--- config.mk ---
export PLATFORM = sky130hd
export DESIGN_NAME = pipe_hazard_ctrl
export DESIGN_NICKNAME = d
export VERILOG_FILES = /design/src/rtl/pipe_hazard_ctrl_pkg.sv /design/src/rtl/pipe_hazard_ctrl_md.sv /design/src/rtl/pipe_hazard_ctrl.sv
export SDC_FILE = /design/constraint.sdc
export NUM_CORES = 1
export LEC_CHECK = 0
export ABC_AREA = 1
export CORE_ASPECT_RATIO = 0.5
export CORE_MARGIN = 4
export CORE_UTILIZATION = 45
export CTS_BUF_LIST = sky130_fd_sc_hd__clkbuf_16
export DETAILED_ROUTE_END_ITERATION = 10
export PLACE_DENSITY = 0.76
export SLEW_MARGIN = 25
export SYNTH_ARGS = -nofsm -noshare
export SYNTH_HDL_FRONTEND = slang
export SYNTH_SLANG_ARGS = --single-unit
--- constraint.sdc ---
create_clock -name clk -period 1.6 [get_ports clk]
set_input_delay 0.16 -clock clk [delete_from_list [all_inputs] [get_ports clk]]
set_output_delay 0.16 -clock clk [all_outputs]
set_load 0.02 [all_outputs]
--- src/rtl/pipe_hazard_ctrl_pkg.sv ---
// Shared constants, shadow-stage record and match/forward helpers for the
// pipeline hazard controller.
package pipe_hazard_ctrl_pkg;

  localparam logic [1:0] FWD_RF = 2'd0;
  localparam logic [1:0] FWD_E  = 2'd1;
  localparam logic [1:0] FWD_M  = 2'd2;
  localparam logic [1:0] FWD_W  = 2'd3;

  localparam logic [1:0] TUSE_NONE = 2'd3;

  localparam int MULT_CYC_DEF = 5;
  localparam int DIV_CYC_DEF  = 10;

  typedef struct packed {
    logic       wr;
    logic [4:0] dst;
    logic [1:0] tnew;
  } stageEntry_t;

  // $0 is hardwired, so it never counts as a producer.
  function automatic logic stageMatch(stageEntry_t s, logic [4:0] src);
    return s.wr && (s.dst == src) && (s.dst != 5'd0);
  endfunction

  function automatic logic opStall(stageEntry_t s, logic [4:0] src, logic [1:0] tuse);
    return stageMatch(s, src) && (tuse != TUSE_NONE) && (s.tnew > tuse);
  endfunction

  // Youngest producer wins; if it is not ready yet nothing older may be used.
  function automatic logic [1:0] fwdSelD(stageEntry_t e, stageEntry_t m, stageEntry_t w,
                                         logic [4:0] src);
    if (stageMatch(e, src)) return (e.tnew == 2'd0) ? FWD_E : FWD_RF;
    if (stageMatch(m, src)) return (m.tnew == 2'd0) ? FWD_M : FWD_RF;
    if (stageMatch(w, src)) return FWD_W;
    return FWD_RF;
  endfunction

  function automatic logic [1:0] fwdSelE(stageEntry_t m, stageEntry_t w, logic [4:0] src);
    if (stageMatch(m, src) && (m.tnew == 2'd0)) return FWD_M;
    if (stageMatch(w, src)) return FWD_W;
    return FWD_RF;
  endfunction

endpackage

--- src/rtl/pipe_hazard_ctrl_md.sv ---
// HI/LO busy counter: loads the op latency on an accepted start, then counts
// down to zero; busy while nonzero.
module md_busy_cnt #(
  parameter int MULT_CYC = 5,
  parameter int DIV_CYC  = 10,
  parameter int CNT_W    = 4
) (
  input  logic clk,
  input  logic rst_n,
  input  logic start,
  input  logic op,
  output logic busy
);

  localparam logic [CNT_W-1:0] MULT_LD = CNT_W'(MULT_CYC);
  localparam logic [CNT_W-1:0] DIV_LD  = CNT_W'(DIV_CYC);

  logic [CNT_W-1:0] cnt;

  always_ff @(posedge clk or negedge rst_n) begin
    if (!rst_n)              cnt <= '0;
    else if (start)          cnt <= op ? DIV_LD : MULT_LD;
    else if (cnt != '0)      cnt <= cnt - 1'b1;
  end

  assign busy = (cnt != '0);

endmodule

--- src/rtl/pipe_hazard_ctrl.sv ---
// Stall/flush/forwarding control for a 5-stage MIPS-style pipeline using a
// shadow copy of {wr, dst, tnew} for E, M and W.
module pipe_hazard_ctrl
  import pipe_hazard_ctrl_pkg::*;
#(
  parameter int MULT_CYC = MULT_CYC_DEF,
  parameter int DIV_CYC  = DIV_CYC_DEF
) (
  input  logic       clk,
  input  logic       rst_n,
  input  logic [4:0] rsD,
  input  logic [4:0] rtD,
  input  logic [1:0] tuse_rsD,
  input  logic [1:0] tuse_rtD,
  input  logic       regwriteD,
  input  logic [4:0] dstD,
  input  logic [1:0] tnewD,
  input  logic [4:0] rsE,
  input  logic [4:0] rtE,
  input  logic       md_startD,
  input  logic       md_opD,
  input  logic       md_useD,
  output logic       stallF,
  output logic       stallD,
  output logic       flushE,
  output logic [1:0] fwd_rsD,
  output logic [1:0] fwd_rtD,
  output logic [1:0] fwd_rsE,
  output logic [1:0] fwd_rtE,
  output logic       md_busy
);

  localparam int MAX_CYC = (MULT_CYC > DIV_CYC) ? MULT_CYC : DIV_CYC;
  localparam int CNT_W   = $clog2(MAX_CYC + 1);

  stageEntry_t shE, shM, shW;
  stageEntry_t nextE, nextM, nextW;
  logic        dataStall, mdStall, stall;

  always_comb begin
    dataStall = opStall(shE, rsD, tuse_rsD) || opStall(shM, rsD, tuse_rsD) ||
                opStall(shE, rtD, tuse_rtD) || opStall(shM, rtD, tuse_rtD);
    mdStall   = md_useD && md_busy;
    stall     = dataStall || mdStall;
  end

  assign stallF = stall;
  assign stallD = stall;
  assign flushE = stall;

  assign fwd_rsD = fwdSelD(shE, shM, shW, rsD);
  assign fwd_rtD = fwdSelD(shE, shM, shW, rtD);
  assign fwd_rsE = fwdSelE(shM, shW, rsE);
  assign fwd_rtE = fwdSelE(shM, shW, rtE);

  // A stalled D instruction enters E as a bubble; older stages keep moving.
  always_comb begin
    nextE      = '0;
    nextM      = '0;
    nextW      = '0;
    if (!stall) begin
      nextE.wr   = regwriteD;
      nextE.dst  = dstD;
      nextE.tnew = tnewD;
    end
    nextM.wr   = shE.wr;
    nextM.dst  = shE.dst;
    nextM.tnew = (shE.tnew == 2'd0) ? 2'd0 : shE.tnew - 2'd1;
    nextW.wr   = shM.wr;
    nextW.dst  = shM.dst;
    nextW.tnew = 2'd0;
  end

  always_ff @(posedge clk or negedge rst_n) begin
    if (!rst_n) begin
      shE <= '0;
      shM <= '0;
      shW <= '0;
    end else begin
      shE <= nextE;
      shM <= nextM;
      shW <= nextW;
    end
  end

  md_busy_cnt #(
    .MULT_CYC (MULT_CYC),
    .DIV_CYC  (DIV_CYC),
    .CNT_W    (CNT_W)
  ) u_mdCnt (
    .clk   (clk),
    .rst_n (rst_n),
    .start (md_startD && !stall),
    .op    (md_opD),
    .busy  (md_busy)
  );

endmodule
==> key figures, run 1 <==
STA
  – Setup TNS: -6.12 ns
  – Fin. Hold Viols: 0
  – Setup Skew: about 0.0058 ns
  – Worst Tran Pin Value: around 0.39 ns
  – RSZ-0062 raised after global routing: true
  – Fin crit share: 123%
  – Crit path setup slack, layout: -0.375 ns
  – Rel. slew slack: between 70% and 80%
  – Slew Viols, Final: 0
  – Final setup fails: 23
  – Final worst hold slack: around 0.26 ns
  – Minimum clock period: just under 2 ns
  – Peak Freq: 0.506 GHz

Synth
  – Sequential fraction of the synthesis area: 31.7%
  – Synth cell types: 34
  – Mapped Area: roughly 0.0021 sq mm
  – Gate Count Post-Synth: 298
  – Syn nets: roughly 350
  – Largest area contributor in the netlist: dfrtp_1
  – Syn Area/Cell: between 6 and 7 sq um
  – Post-synth top area share: 31.7%
  – Number of synthesized register bits: 26
  – Synth area leaders: dfrtp_1 32%, nand2_1 13%, inv_1 9.3%
  – Yosys warns: 0

Outcome
  – Status: complete, but fails checks
  – Failing checks: setup timing

Layout
  – Fill cells: 271
  – Fraction of layout cells with a size suffix above 1: between 30% and 40%
  – Footprint of the multi-input gates: roughly 0.0014 sq mm
  – Layout Utilization: roughly three quarters
  – Synthesis-to-finish area growth: 65.0%
  – Antenna fix cells: 0
  – Register area: approximately 660 sq um
  – Nets: roughly 450

CTS
  – CTS tree: built
  – Clock Sinks: 26
  – Clk root buf: clkbuf_16
  – Clock Latency Late Sink: between 0.2 and 0.3 ns
  – # hold bufs at CTS: 0
  – CTS max path bufs: 2
  – Total CTS buffers: 3
  – CTS clock-pin slew for the worst setup and hold paths: about 0.07 ns
  – H-Tree Depth: 1

Setup path
  – Critical path startpoint category: register
  – Kind of critical path: register to primary output
  – CP max-delay cell: dfrtp_2
  – Critical R2R Launch: nextW[3]$_DFF_PN0_
  – CP startpoint: nextW[3]$_DFF_PN0_
  – Crit-path cells: buf_4 > nand2_1 > nand2_1 > inv_2 > nand2_1 > nor2_4 > nand4_2 > nand2_2 > nor2_4 > nand2_4 > buf_6
  – CP endpoint: stallD
  – Reg2reg path depth: 14
  – Critical path depth: 11
  – Critical path buffer and inverter count: 3
  – Reg2reg end: u_mdCnt.cnt[2]$_DFFE_PN0P_
  – CP Data Required Time: around 1.4 ns
  – Crit path max-delay family: simple AND/OR/NAND/NOR gates
  – Max incr delay on CP: 0.46 ns
  – Arr. time, crit path: around 1.8 ns
  – Worst Path Max Fanout: 5
  – Reg2Reg Setup Slack: -0.28 ns
  – Most common cell on crit path: nand2_1
  – Critical path capture point type: primary output

Global routing
  – GR Util All Layers: between 20% and 30%
  – Initial antenna violation count: 0
  – GRT overflow: 0
  – Largest net degree at the start of global routing: 27
  – First-pass GRT wire length: ~11 mm
  – Vias in the first global route: between 2000 and 2500

Floorplanning
  – Core Region: ~0.0044 sq mm
  – FP Rows: 17
  – Die width: 104 microns
  – DIE AREA: between 0.005 and 0.006 sq mm
  – Initial Util: 46.7%
  – DIE HEIGHT: roughly 56 microns
  – # IOs: 49

Flow run
  – MaxCap Viol Count: 0

Route
  – Drt first pass iters: 7
  – WL final: between 7 and 8 mm
  – DRC Markers: 0
  – Vias: roughly 2500
  – Initial DRC Count: between 200 and 250
  – DR WL/cell: 15.9 microns
  – ANT nets after route: 0
  – Vias/cell: 5.52

Pwr
  – Sw power: roughly 1100 uW
  – Leak: 0.00172 uW
  – Total power: 3170 uW
  – Clock share of power: 23.3%
  – Max VDD drop: roughly 560 uV
  – Comb pwr share: between 40% and 50%
  – Power Internal: approximately 2000 uW
  – Register share of total power: approximately 29%
  – Power Density: 934 mW/mm^2
  – Sw Ratio: 36.3%

Placed design
  – Placer Congestion: ~0.90
  – Port bufs: 48
  – Worst slack, placed: -0.800 ns
  – DPL Wire Length: 4.78 mm

Min path
  – HP Class: primary input to asynchronous set/reset pin
-- metal layers --
metal,global-route usage [%],share of wire [%]
met1,26.5,38
met2,43.0,49
met3,4.17,7.4
met4,8.33,5.6
met5,0,0
-- flip-flops by register name, indices dropped and copies added (netlist names) --
signal	count
shM	2
shE	2
nextW	6
u_mdCnt.cnt	4
shW	6
nextM	6
-- cells by family after synthesis --
kind of cell,synth area share (%)
AO/OA/AOI/OAI,11.8
buffers and inverters,13.2
XOR/XNOR,6.39
AND/OR/NAND/NOR,30.9
flip-flops,31.7
adder cells (fa/ha/maj),6.09
-- layout make-up --
cell class	count	share of cell area, %
Multi-Input combinational cell	204	40.6
Clock inverter	1	0.886
Sequential cell	26	19.5
Inverter	63	7.20
Timing Repair Buffer	104	27.5
Tap cell	57	2.10
Clock buffer	3	2.21
-- synthesized netlist by cell type, drive strengths merged --
cell      n
o31ai     1
nand2    75
nor2     33
clkbuf    2
buf       3
nand4     5
inv      63
nor3      3
o22ai     6
a21oi    13
a221oi    2
o21a      1
nand3    17
ha       10
o2111ai   1
and2      1
and3      1
o21ai    10
o2111a    1
a22oi     1
nor4      4
o211ai    4
xnor2     9
xor2      6
dfrtp    26
-- layout by cell type, fill, tap and decap left out, types with 7 or more instances in the layout --
cell type	Yosys	routed
clkdlybuf4s50_1	0	31
buf_6	1	16
a21oi_1	13	12
inv_2	12	24
nand2_1	72	64
dfrtp_1	26	19
inv_1	51	37
nor2_1	28	19
nor2_2	3	9
dfrtp_2	0	7
nand2_2	3	10
buf_4	2	51
ha_1	10	7
nand3_1	15	12
-- worst min-delay path by stage --
stage	slack (ns)	to	from	cells after the start
after floorplan	-0.14	nextM[2]$_DFF_PN0_	rst_n	0
after global placement	0.43	nextW[6]$_DFF_PN0_	nextM[6]$_DFF_PN0_	0
after detailed placement	0.44	nextW[3]$_DFF_PN0_	nextM[3]$_DFF_PN0_	0
after CTS	0.28	shW[2]$_DFF_PN0_	rst_n	2
after global routing	0.30	shM[0]$_DFF_PN0_	rst_n	2
final	0.26	shW[3]$_DFF_PN0_	rst_n	2
-- power groups by stage --
stage | logic (uW) | registers (uW) | clock network, uW
floorplan | 683 | 878 | 0
global placement | 1180 | 903 | 0
detailed placement | 1220 | 908 | 0
CTS | 1390 | 901 | 744
global route | 1640 | 939 | 776
finish | 1510 | 923 | 738
-- through the flow --
| stage | cells | cell area, sq um |
|---|---|---|
| final | 458 | 3390 |
| after global routing | 458 | 3390 |
| after CTS | 456 | 3230 |
| after detailed placement | 440 | 2900 |
| after global placement | 440 | 2900 |
| after floorplan | 298 | 2060 |
-- repair_timing --
item,CTS,global route
endpoints found under the setup margin,24,24
resized for setup,114,41
buffers inserted,14,2
pin swaps,18,20
(Power assumes the default switching activity.)
==> run 2: changes to the inputs <==
--- a/config.mk
+++ b/config.mk
@@ -6,10 +6,10 @@
 export NUM_CORES = 1
 export LEC_CHECK = 0
 export ABC_AREA = 1
-export CORE_ASPECT_RATIO = 0.5
 export CORE_MARGIN = 4
 export CORE_UTILIZATION = 45
 export CTS_BUF_LIST = sky130_fd_sc_hd__clkbuf_16
+export CTS_CLUSTER_DIAMETER = 50
 export DETAILED_ROUTE_END_ITERATION = 10
 export PLACE_DENSITY = 0.76
 export SLEW_MARGIN = 25
==> run 2 against run 1 <==
The flow still finishes with violations (setup timing). Final cell count increased by 2.0%. Global-route usage increased by 0.54 points. Total power decreased by 1.2%. Sequential cell count unchanged. Utilization increased by 3.9 points. Sequential power decreased by 1%. Count of clock-buffer cells in the layout unchanged. Register-to-register slack improved by 0.04 ns. Clock skew decreased by 0.0032 ns. First-iteration DRC count decreased by 39%. Cell area increased by 4.6%. Worst setup slack improved by 0.0091 ns. Critical endpoint is now fwd_rsE[1].
==> key figures, run 2 (synthesis gave the netlist of run 1 again) <==
Outcome
  – Status: complete, but fails checks
  – Failing checks: setup timing

Route
  – DR WL/cell: 15.8 microns (-0.54%)
  – Initial DRC Count: 134 (-39%)
  – DRC Markers: 0 (unchanged)
  – Vias/cell: 5.20 (-5.7%)
  – Drt first pass iters: 5 (-2)
  – WL final: 7.37 mm (+1.4%)
  – Vias: 2429 (-3.8%)
  – ANT nets after route: 0 (unchanged)

Floorplanning
  – # IOs: 49 (unchanged)
  – DIE AREA: 0.00571 sq mm (-1.1%)
  – FP Rows: 24 (+7)
  – Core Region: 0.00438 sq mm (-0.43%)
  – Die width: 75.6 microns (-27%)
  – DIE HEIGHT: 75.6 microns (+35%)
  – Initial Util: 46.9% (+0.20 points)

Pwr
  – Clock share of power: 17.9% (-5.4 points)
  – Comb pwr share: 53.0% (+5.5 points)
  – Max VDD drop: 714 uV (+27%)
  – Power Internal: 1950 uW (-3.4%)
  – Sw Ratio: 37.7% (+1.4 points)
  – Leak: 0.00179 uW (+4.2%)
  – Register share of total power: 29.1% (about the same)
  – Power Density: 882 mW/mm^2 (-5.6%)
  – Sw power: 1180 uW (+2.5%)

CTS
  – Clock Sinks: 26 (unchanged)
  – Clk root buf: clkbuf_16
  – CTS max path bufs: 2 (unchanged)
  – CTS clock-pin slew for the worst setup and hold paths: 0.07 ns (about the same)
  – H-Tree Depth: 1 (unchanged)
  – Clock Latency Late Sink: 0.26 ns (about the same)
  – CTS tree: built
  – Total CTS buffers: 3 (unchanged)
  – # hold bufs at CTS: 0 (unchanged)

Setup path
  – CP Data Required Time: 1.44 ns (about the same)
  – Crit path max-delay family: simple AND/OR/NAND/NOR gates
  – Critical path startpoint category: register
  – Reg2Reg Setup Slack: -0.24 ns (+0.04 ns)
  – Arr. time, crit path: 1.81 ns (about the same)
  – Kind of critical path: register to primary output
  – CP max-delay cell: dfrtp_2
  – Critical path capture point type: primary output
  – Max incr delay on CP: 0.46 ns (about the same)
  – Most common cell on crit path: buf_4
  – Worst Path Max Fanout: 6 (+1)
  – Critical path buffer and inverter count: 5 (+2)
  – Crit-path cells: inv_2 > buf_4 > buf_4 > o22ai_1 > nor3_1 > and2_4 > inv_1 > nand2_1 > buf_6

Global routing
  – GR peak layer: met2
  – Met2 GRT Util: 40.7% (-2.4 points)
  – Initial antenna violation count: 0 (unchanged)
  – First-pass GRT wire length: 10.3 mm (-6.3%)
  – Largest net degree at the start of global routing: 27 (unchanged)
  – Vias in the first global route: 2350 (-5.1%)
  – GR Util All Layers: 23.5% (+0.54 points)
  – GRT overflow: 0 (unchanged)
  – Met3 Use GR: 4.35% (+0.18 points)
  – GR Layer Usage met1: 28.9% (+2.3 points)

STA
  – Rel. slew slack: 76.4% (+2.7 points)
  – Crit path setup slack, layout: -0.366 ns (+0.00915 ns)
  – Minimum clock period: 1.97 ns (-0.00915 ns)
  – Fin crit share: 123% (-0.57 points)
  – Final setup fails: 23 (unchanged)
  – RSZ-0062 raised after global routing: true
  – Fin. Hold Viols: 0 (unchanged)
  – Setup Skew: 0.00263 ns (-0.00319 ns)
  – Slew Viols, Final: 0 (unchanged)
  – Final worst hold slack: 0.265 ns (+0.00625 ns)
  – Worst Tran Pin Value: 0.352 ns (-0.0408 ns)
  – Peak Freq: 0.509 GHz (+0.47%)

Placed design
  – Placer Congestion: 0.941 (+4.5%)
  – Worst slack, placed: -0.785 ns (+0.0151 ns)
  – DPL Wire Length: 4.60 mm (-3.8%)
  – Port bufs: 48 (unchanged)

Layout
  – Commonest non-fill, non-tap cell in the layout: nand2_1
  – Most frequent cells in the layout: 62 x nand2_1, 57 x buf_4, 38 x inv_1
  – Nets: 463 (+3.1%)
  – Fraction of layout cells with a size suffix above 1: 42.4% (+3.0 points)
  – Antenna fix cells: 0 (unchanged)
  – Synthesis-to-finish area growth: 72.6%

Min path
  – HP Class: primary input to asynchronous set/reset pin

Flow run
  – MaxCap Viol Count: 0 (unchanged)
[run 2: cell count changes in the layout (fill, tap and decap cells not counted), moves of 3 or more]
cell     before  now
buf_4        51   57
buf_6        16   21
nand3_4       1    4
nor2_1       19   16
[run 2: metrics by stage]
stage	util, %	TNS, ns	cells	area [sq um]	total power (uW)
floorplan	-	-0.117	298	2060	1560
global placement	66.5	-11.83	438	2910	2100
detailed placement	66.5	-12.00	438	2910	2130
CTS	73.5	-4.63	454	3220	2840
global route	80.9	-7.37	467	3550	3310
finish	80.9	-5.33	467	3550	3130
[run 2: power by group through the flow]
stage / sequential, uW / clock, uW / combinational, uW
final: 910 / 559 / 1660
after global routing: 924 / 592 / 1800
after CTS: 900 / 561 / 1380
after detailed placement: 906 / 0 / 1220
after global placement: 900 / 0 / 1200
after floorplan: 878 / 0 / 683
[run 2: what timing repair did]
action | CTS | global route
pin swaps | 28 | 45
gates resized for setup | 112 | 62
buffers inserted | 12 | 16
setup endpoints to repair | 24 | 23
[run 2: cell type report]
cell class	count	area, sq um
clock buffer	3	75.1
clock inverter	1	3.75
fill	266	838
inverter	63	241
multi-input combinational	204	1430
sequential	26	658
tap	52	65.1
timing repair buffer	118	1070
[run 2: layer usage]
metal	routed length [microns]	up-vias
met3	422	25
met2	3780	101
met4	270	0
met1	2900	1124
li1	-	1179
met5	0	-
[run 2: final timing paths]
| path | start | end | cells after the start |
|---|---|---|---|
| worst max-delay path | nextW[3]$_DFF_PN0_ | fwd_rsE[1] | 9 |
| worst min-delay path | rst_n | nextW[5]$_DFF_PN0_ | 2 |
| worst max register to register | nextW[5]$_DFF_PN0_ | u_mdCnt.cnt[1]$_DFFE_PN0P_ | 13 |
| worst min register to register | nextM[7]$_DFF_PN0_ | nextW[7]$_DFF_PN0_ | 0 |
| max in group asynchronous | rst_n | shE[1]$_DFF_PN0_ | 2 |
| min in group clk | nextM[7]$_DFF_PN0_ | nextW[7]$_DFF_PN0_ | 0 |
[run 2: worst register-to-register path, stage by stage, from the launching register on]
cell and delay, ns:
dfrtp_1 0.38, inv_2 0.08, buf_4 0.14, nand2_1 0.05
nand3_1 0.19, nor2_1 0.17, nand3_1 0.10, nand2_1 0.09
nand2_2 0.09, buf_4 0.16, nand3_4 0.10, nand2_2 0.08
nand3_2 0.07, nand2_1 0.05
